$ cat src/rtl/branch_resolver_pkg.sv
// Shared types for the branch resolver: checkpoint ids, resolved-branch records,
// the recovery FSM state and the wrapping checkpoint-age helper.
package branch_resolver_pkg;

  localparam int NUM_CHECKPOINTS  = 8;
  localparam int NUM_BR           = 2;
  localparam int PC_W             = 32;
  localparam int DEF_DRAIN_CYCLES = 2;
  localparam int CPW              = $clog2(NUM_CHECKPOINTS);

  typedef logic [CPW-1:0]  cp_id_t;
  typedef logic [PC_W-1:0] pc_t;

  typedef struct packed {
    logic   valid;
    cp_id_t cp_id;
    logic   mispredict;
    pc_t    target;
  } br_result_t;

  typedef enum logic [1:0] {
    ST_IDLE,
    ST_RECALL,
    ST_DRAIN
  } rs_state_e;

  // Distance from the oldest live checkpoint; wraps modulo NUM_CHECKPOINTS.
  function automatic cp_id_t cp_age(cp_id_t id, cp_id_t oldest);
    return id - oldest;
  endfunction

endpackage

$ cat src/rtl/branch_resolver_if.sv
// Branch-completion bus: execute/checkpointer side is master, the resolver is slave.
interface branch_resolver_if
  import branch_resolver_pkg::*;
();

  logic   [NUM_BR-1:0] br_valid;
  cp_id_t [NUM_BR-1:0] br_cp_id;
  logic   [NUM_BR-1:0] br_mispredict;
  pc_t    [NUM_BR-1:0] br_target;
  cp_id_t              cp_oldest_id;
  logic                no_checkpoints;

  logic   [NUM_BR-1:0] validate;
  cp_id_t [NUM_BR-1:0] validated_id;
  logic                recall_checkpoint;
  cp_id_t              recall_id;
  logic                redirect_valid;
  pc_t                 redirect_pc;
  logic                flush;
  logic                recover_busy;

  modport master (
    output br_valid, br_cp_id, br_mispredict, br_target, cp_oldest_id, no_checkpoints,
    input  validate, validated_id, recall_checkpoint, recall_id,
           redirect_valid, redirect_pc, flush, recover_busy
  );

  modport slave (
    input  br_valid, br_cp_id, br_mispredict, br_target, cp_oldest_id, no_checkpoints,
    output validate, validated_id, recall_checkpoint, recall_id,
           redirect_valid, redirect_pc, flush, recover_busy
  );

endinterface

$ cat src/rtl/branch_resolver_cp_age_select.sv
// Combinational oldest-candidate picker over checkpoint ages; ties go to the
// lower lane index. Also exports every lane's age for ordering checks.
module cp_age_select
  import branch_resolver_pkg::*;
#(
  parameter  int LANES = NUM_BR,
  localparam int LW    = (LANES > 1) ? $clog2(LANES) : 1
) (
  input  logic   [LANES-1:0] cand_i,
  input  cp_id_t [LANES-1:0] id_i,
  input  cp_id_t             oldest_id_i,
  output cp_id_t [LANES-1:0] age_o,
  output logic               found_o,
  output logic   [LW-1:0]    lane_o,
  output cp_id_t             min_age_o
);

  always_comb begin
    // NOTE: every output gets a default before the loop so no latch is inferred.
    age_o     = '0;
    found_o   = 1'b0;
    lane_o    = '0;
    min_age_o = '0;
    for (int i = 0; i < LANES; i++) begin
      age_o[i] = cp_age(id_i[i], oldest_id_i);
      // Strict compare keeps the earlier lane on equal ages.
      if (cand_i[i] && (!found_o || (age_o[i] < min_age_o))) begin
        found_o   = 1'b1;
        lane_o    = LW'(i);
        min_age_o = age_o[i];
      end
    end
  end

endmodule

$ cat src/rtl/branch_resolver.sv
// Branch resolver: validates correctly predicted checkpoints and drives one
// recall/redirect per oldest mispredict, holding flush until recovery drains.
module branch_resolver
  import branch_resolver_pkg::*;
#(
  parameter int DRAIN_CYCLES = DEF_DRAIN_CYCLES
) (
  input logic              clk,
  input logic              reset,
  branch_resolver_if.slave bus
);

  localparam int LW    = (NUM_BR > 1) ? $clog2(NUM_BR) : 1;
  localparam int CNT_W = (DRAIN_CYCLES > 1) ? $clog2(DRAIN_CYCLES) : 1;

  br_result_t [NUM_BR-1:0] lane;
  logic       [NUM_BR-1:0] cand;
  cp_id_t     [NUM_BR-1:0] lane_id;
  cp_id_t     [NUM_BR-1:0] age;
  logic                    found;
  logic       [LW-1:0]     sel;
  cp_id_t                  min_age;

  rs_state_e               state_q, state_d;
  cp_id_t                  rid_q, rid_d;
  pc_t                     rpc_q, rpc_d;
  logic       [CNT_W-1:0]  cnt_q, cnt_d;
  logic       [NUM_BR-1:0] validate_q, validate_d;
  cp_id_t     [NUM_BR-1:0] vid_q, vid_d;
  logic                    recall_q, flush_q;

  logic       [CPW:0]      limit;
  logic       [CPW:0]      thresh;
  logic                    take;

  always_comb begin
    for (int i = 0; i < NUM_BR; i++) begin
      lane[i].valid      = bus.br_valid[i] & ~bus.no_checkpoints;
      lane[i].cp_id      = bus.br_cp_id[i];
      lane[i].mispredict = bus.br_mispredict[i];
      lane[i].target     = bus.br_target[i];
      cand[i]            = lane[i].valid & lane[i].mispredict;
      lane_id[i]         = lane[i].cp_id;
    end
  end

  cp_age_select #(.LANES(NUM_BR)) u_sel (
    .cand_i      (cand),
    .id_i        (lane_id),
    .oldest_id_i (bus.cp_oldest_id),
    .age_o       (age),
    .found_o     (found),
    .lane_o      (sel),
    .min_age_o   (min_age)
  );

  always_comb begin
    state_d    = state_q;
    rid_d      = rid_q;
    rpc_d      = rpc_q;
    cnt_d      = cnt_q;
    validate_d = '0;
    vid_d      = '0;

    // Idle accepts any age; during recovery only branches older than rid survive.
    limit  = (state_q == ST_IDLE) ? (CPW + 1)'(NUM_CHECKPOINTS)
                                  : {1'b0, cp_age(rid_q, bus.cp_oldest_id)};
    take   = found && ({1'b0, min_age} < limit);
    thresh = take ? {1'b0, min_age} : limit;

    for (int i = 0; i < NUM_BR; i++) begin
      if (lane[i].valid && !lane[i].mispredict && ({1'b0, age[i]} < thresh)) begin
        validate_d[i] = 1'b1;
        vid_d[i]      = lane[i].cp_id;
      end
    end

    unique case (state_q)
      ST_IDLE: ;
      ST_RECALL: begin
        state_d = ST_DRAIN;
        cnt_d   = CNT_W'(DRAIN_CYCLES - 1);
      end
      ST_DRAIN: begin
        if (cnt_q == '0) state_d = ST_IDLE;
        else             cnt_d   = cnt_q - CNT_W'(1);
      end
      default: state_d = ST_IDLE;
    endcase

    // An older mispredict always (re)starts recovery, overriding the drain.
    if (take) begin
      state_d = ST_RECALL;
      rid_d   = lane[sel].cp_id;
      rpc_d   = lane[sel].target;
    end
  end

  always_ff @(posedge clk) begin
    if (reset) begin
      state_q    <= ST_IDLE;
      rid_q      <= '0;
      rpc_q      <= '0;
      cnt_q      <= '0;
      validate_q <= '0;
      vid_q      <= '0;
      recall_q   <= 1'b0;
      flush_q    <= 1'b0;
    end else begin
      // NOTE: non-blocking assignments so every flop samples pre-edge values.
      state_q    <= state_d;
      rid_q      <= rid_d;
      rpc_q      <= rpc_d;
      cnt_q      <= cnt_d;
      validate_q <= validate_d;
      vid_q      <= vid_d;
      recall_q   <= (state_d == ST_RECALL);
      flush_q    <= (state_d != ST_IDLE);
    end
  end

  assign bus.validate          = validate_q;
  assign bus.validated_id      = vid_q;
  assign bus.recall_checkpoint = recall_q;
  assign bus.recall_id         = rid_q;
  assign bus.redirect_valid    = recall_q;
  assign bus.redirect_pc       = rpc_q;
  assign bus.flush             = flush_q;
  assign bus.recover_busy      = flush_q;

endmodule

$ cat src/flat_wrapper.sv
// flat-port wrapper written by rule: the top's interface ports become plain ports
module branch_resolver_flat import branch_resolver_pkg::*;
#(
  parameter int DRAIN_CYCLES = DEF_DRAIN_CYCLES
)
  (clk, reset, bus_br_valid, bus_br_cp_id, bus_br_mispredict, bus_br_target, bus_cp_oldest_id, bus_no_checkpoints, bus_validate, bus_validated_id, bus_recall_checkpoint, bus_recall_id, bus_redirect_valid, bus_redirect_pc, bus_flush, bus_recover_busy);
  branch_resolver_if bus_i ();
  input logic clk;
  input logic reset;
  input wire logic [$bits(bus_i.br_valid)-1:0] bus_br_valid;
  input wire logic [$bits(bus_i.br_cp_id)-1:0] bus_br_cp_id;
  input wire logic [$bits(bus_i.br_mispredict)-1:0] bus_br_mispredict;
  input wire logic [$bits(bus_i.br_target)-1:0] bus_br_target;
  input wire logic [$bits(bus_i.cp_oldest_id)-1:0] bus_cp_oldest_id;
  input wire logic [$bits(bus_i.no_checkpoints)-1:0] bus_no_checkpoints;
  output wire logic [$bits(bus_i.validate)-1:0] bus_validate;
  output wire logic [$bits(bus_i.validated_id)-1:0] bus_validated_id;
  output wire logic [$bits(bus_i.recall_checkpoint)-1:0] bus_recall_checkpoint;
  output wire logic [$bits(bus_i.recall_id)-1:0] bus_recall_id;
  output wire logic [$bits(bus_i.redirect_valid)-1:0] bus_redirect_valid;
  output wire logic [$bits(bus_i.redirect_pc)-1:0] bus_redirect_pc;
  output wire logic [$bits(bus_i.flush)-1:0] bus_flush;
  output wire logic [$bits(bus_i.recover_busy)-1:0] bus_recover_busy;
  assign bus_i.br_valid = bus_br_valid;
  assign bus_i.br_cp_id = bus_br_cp_id;
  assign bus_i.br_mispredict = bus_br_mispredict;
  assign bus_i.br_target = bus_br_target;
  assign bus_i.cp_oldest_id = bus_cp_oldest_id;
  assign bus_i.no_checkpoints = bus_no_checkpoints;
  assign bus_validate = bus_i.validate;
  assign bus_validated_id = bus_i.validated_id;
  assign bus_recall_checkpoint = bus_i.recall_checkpoint;
  assign bus_recall_id = bus_i.recall_id;
  assign bus_redirect_valid = bus_i.redirect_valid;
  assign bus_redirect_pc = bus_i.redirect_pc;
  assign bus_flush = bus_i.flush;
  assign bus_recover_busy = bus_i.recover_busy;
  branch_resolver #(.DRAIN_CYCLES(DRAIN_CYCLES)) u_core (.clk(clk), .reset(reset), .bus(bus_i));
endmodule
$ cat config.mk
export PLATFORM = sky130hd
export DESIGN_NAME = branch_resolver_flat
export DESIGN_NICKNAME = d
export VERILOG_FILES = /design/src/rtl/branch_resolver_pkg.sv /design/src/rtl/branch_resolver_if.sv /design/src/rtl/branch_resolver_cp_age_select.sv /design/src/rtl/branch_resolver.sv /design/src/flat_wrapper.sv
export SDC_FILE = /design/constraint.sdc
export NUM_CORES = 1
export LEC_CHECK = 0
export CAP_MARGIN = 20
export CORE_MARGIN = 2
export CORE_UTILIZATION = 42
export DETAILED_ROUTE_END_ITERATION = 8
export PLACE_DENSITY = 0.83
export SYNTH_ARGS = -nofsm -noshare
export SYNTH_HDL_FRONTEND = slang
export SYNTH_SLANG_ARGS = --single-unit
export TNS_END_PERCENT = 50
$ cat constraint.sdc
create_clock -name clk -period 7.32 [get_ports clk]
set_input_delay 1.464 -clock clk [delete_from_list [all_inputs] [get_ports clk]]
set_output_delay 1.464 -clock clk [all_outputs]
set_load 0.005 [all_outputs]
==> metrics <==
status=complete, no violations; post-DP HPWL=5602 µm; # Post-CTS Setup Buffers=0; largest family of logic cells by synthesized area=compound AO/OA/AOI/OAI gates; Post-synth EDFFs=0; met1 GRT Util=26.33%; CTS sink cnt=48; GRT Max-Usage Layer=met2; Final WS setup=0.8785 ns; root buffer cell=clkbuf_8; Synth Area in Adders=8.235%; CTS tree=done; Synth Net Count=381; crit path DAT=6.67 ns; Syn Area/Cell=10.06 µm²; top-count cell post-synth=a211oi_1; row count=30; R2R setup slack=3.43 ns; clk slew on worst S/H paths=0.09 ns; clk_skew=0.008603 ns; final worst-path cycle share=88.00%; GPL Wtd Cong=0.8389; critical path startpoint category=primary input; Synth async-reset ratio=0%; Die Area=7477 µm²; post-synth top area cell=dfxtp_1; PwrDens=174.4 nW/µm²; Syn Inst Count=284; initial core utilization=42.75%; Crit Reg-Reg Endpoint=u_core.bus.validated_id[5]$_SDFF_PP0_; layout cells sized above 1=9.596%; routed length per placed instance=16.19 µm; cts hold-fix bufs=0; Final ANT Viol Nets=0; share of the synthesized area in the top cell type=33.64%; port bufs=126; Clk Latency, worst-skew pair=0.30 ns; RR Startpoint=u_core.bus.recall_id[0]$_SDFFE_PP0P_; Synth Area in XOR/XNOR=1.840%; routing usage on met3=4.571%; die height=86.47 µm; ant diodes=0; worst path cell trace=clkdlybuf4s50_1 -> ha_1 -> inv_1 -> fa_1 -> xnor2_1 -> and2_1 -> inv_1 -> ha_1 -> a21o_1 -> a31o_1 -> a21oi_4 -> mux2_2 -> ha_1 -> nor2b_1 -> nor3_1 -> o311a_1 -> a21o_2 -> mux2i_1 -> ha_1 -> o21a_1 -> o21ai_0 -> nand2_1 -> a21boi_0; Iteration-0 DRC Markers=59; Die Width=86.47 µm; Layout Cells excl Fill=476; final net count=494; H-tree level count=2; pin count of the biggest net entering global routing=43; mux share of post-synthesis cell area=13.71%; Hold Path Class=reg -> reg; Worst Path Max Fanout=18; post-synthesis register bit count=48; Worst-Margin Slew=0.5841 ns; Vias per Instance=5.479; dominant cells by area after synthesis=dfxtp_1, a211oi_1, mux2i_1; count of final setup violators=0; sequential fraction of the synthesis area=33.64%; RSZ-0062 raised after global routing=no; via count=2608; reg2reg path depth=19; MaxCap Viol Count=0; most used cell, CP=ha_1; met2 Track Usage GR=35.45%; Max Root-Sink Buffers=2; worst hold start=u_core.cnt_q$_SDFFE_PP0P_; worst hold path depth=2; CP max stage delay=0.54 ns; Hold Vio Cnt, Final=0; Yosys cell types=41; Initial DRT Pass Iterations=4; Hold Path End=u_core.cnt_q$_SDFFE_PP0P_; first-pass GRT wire length=12590 µm; Post-Synth Simple-Gate Area=5.869%; slew margin rel.=61.06%; Max Fclk=0.1552 GHz; Buf/Inv on CP=3; Ports=127; warning count from the yosys run=0; post-cts sizing count=0; leakage power total=1.445 nW; top cells by count, synth=a211oi_1, dfxtp_1, mux2i_1, a211oi_2; Worst VDD drop=100.8 µV; Slowest-stage cell, CP=clkdlybuf4s50_1; drt total wl=7706 µm; antenna violations before repair=0; TritonCTS Buffers=5; minimum clock period=6.442 ns; WP depth=23; synthesized area=2856 µm²; TNS Setup=0 ns; dpl ws=0.6161 ns; Setup CP Type=in -> reg; gr usage total=20.75%; Pins Over Slew Limit=0; Cells after DPL=470; CP delay by family, top=compound AO/OA/AOI/OAI gates; Area Overhead vs Synth=48.14%; Worst Setup End Kind=flop; Most used DFF post-synth=dfxtp_1; vias in the first global route=2640; DRC viols=0; global route total overflow=0; critical path required time=7.54 ns; Synth Area in Compound Gates=29.79%; Core Box Area=6681 µm²
sequential cells by signal (all words and copies together) (netlist names):
register	count
u_core.bus.flush	1
u_core.bus.recall_id	3
u_core.bus.validate	2
u_core.bus.validated_id	6
u_core.cnt_q	1
u_core.bus.recall_checkpoint	1
u_core.state_q	2
u_core.bus.redirect_pc	32
placed cells by master (no fill, tap or decap), types with 5 or more instances in the layout:
cell type and n:
buf_4 6, a21oi_1 10, a211oi_2 19, inv_1 14, dfxtp_1 48, clkdlybuf4s50_1 125, ha_1 14, mux2i_1 38
a211oi_1 53, clkbuf_8 5, nand2_1 7
worst max-delay path by stage:
stage	start	to	slack [ns]
final	bus_cp_oldest_id[0]	u_core.bus.validated_id[5]$_SDFF_PP0_	0.88
after CTS	bus_cp_oldest_id[0]	u_core.bus.validated_id[1]$_SDFF_PP0_	0.86
after global placement	bus_cp_oldest_id[0]	u_core.bus.validated_id[2]$_SDFF_PP0_	0.71
after global routing	bus_cp_oldest_id[0]	u_core.bus.validated_id[2]$_SDFF_PP0_	0.42
after detailed placement	bus_cp_oldest_id[0]	u_core.bus.validated_id[1]$_SDFF_PP0_	0.62
after floorplan	bus_br_cp_id[0]	u_core.bus.validated_id[1]$_SDFF_PP0_	1.22
report_power, final:
| part | internal (mW) | switching [mW] |
|---|---|---|
| Combinational | 0.142 | 0.110 |
| Sequential | 0.287 | 0.0151 |
| Clock | 0.0981 | 0.0855 |
routing by layer:
metal / vias up / part of all wire, %
met5: - / 0
met4: 0 / 1.2
met3: 8 / 4.8
met2: 72 / 51
met1: 1221 / 43
li1: 1307 / -
through the flow:
step	instance area [µm²]	util (%)	power (mW)	hold slack, ns
4_1_cts	4232	63.33	0.7441	0.5188
6_report	4232	63.33	0.7378	0.5238
2_1_floorplan	2856	-	0.4402	0.4844
5_1_grt	4232	63.33	0.7793	0.5846
3_5_place_dp	4133	61.85	0.5602	0.5041
3_3_place_gp	4133	61.85	0.5562	0.4945
worst min-delay path: cells and delay by family (launching register included):
kind / cells / cell delay [ns]
flip-flops: 1 / 0.34
AND/OR/NAND/NOR: 1 / 0.10
AO/OA/AOI/OAI: 1 / 0.05
layout make-up:
cell class | instances | area (µm²)
inverters | 14 | 52.55
flip-flops and latches | 48 | 960.9
clock buffers | 5 | 68.82
fillers | 603 | 2450
multi-input cells | 196 | 1718
well taps | 80 | 100.1
repair buffers | 132 | 1301
clock inverters | 1 | 30.03
cells by family (layout without fill, tap and decap cells):
kind of cell               Yosys count  in the layout
adders and majority gates           17             17
and+or+nand+nor                     29             29
DFF                                 48             48
AOI/OAI and AO/OA                  105            105
buffers and inverters               40            152
xor gates and xnor gates             6              6
muxes                               39             39
(Power assumes the default switching activity.)
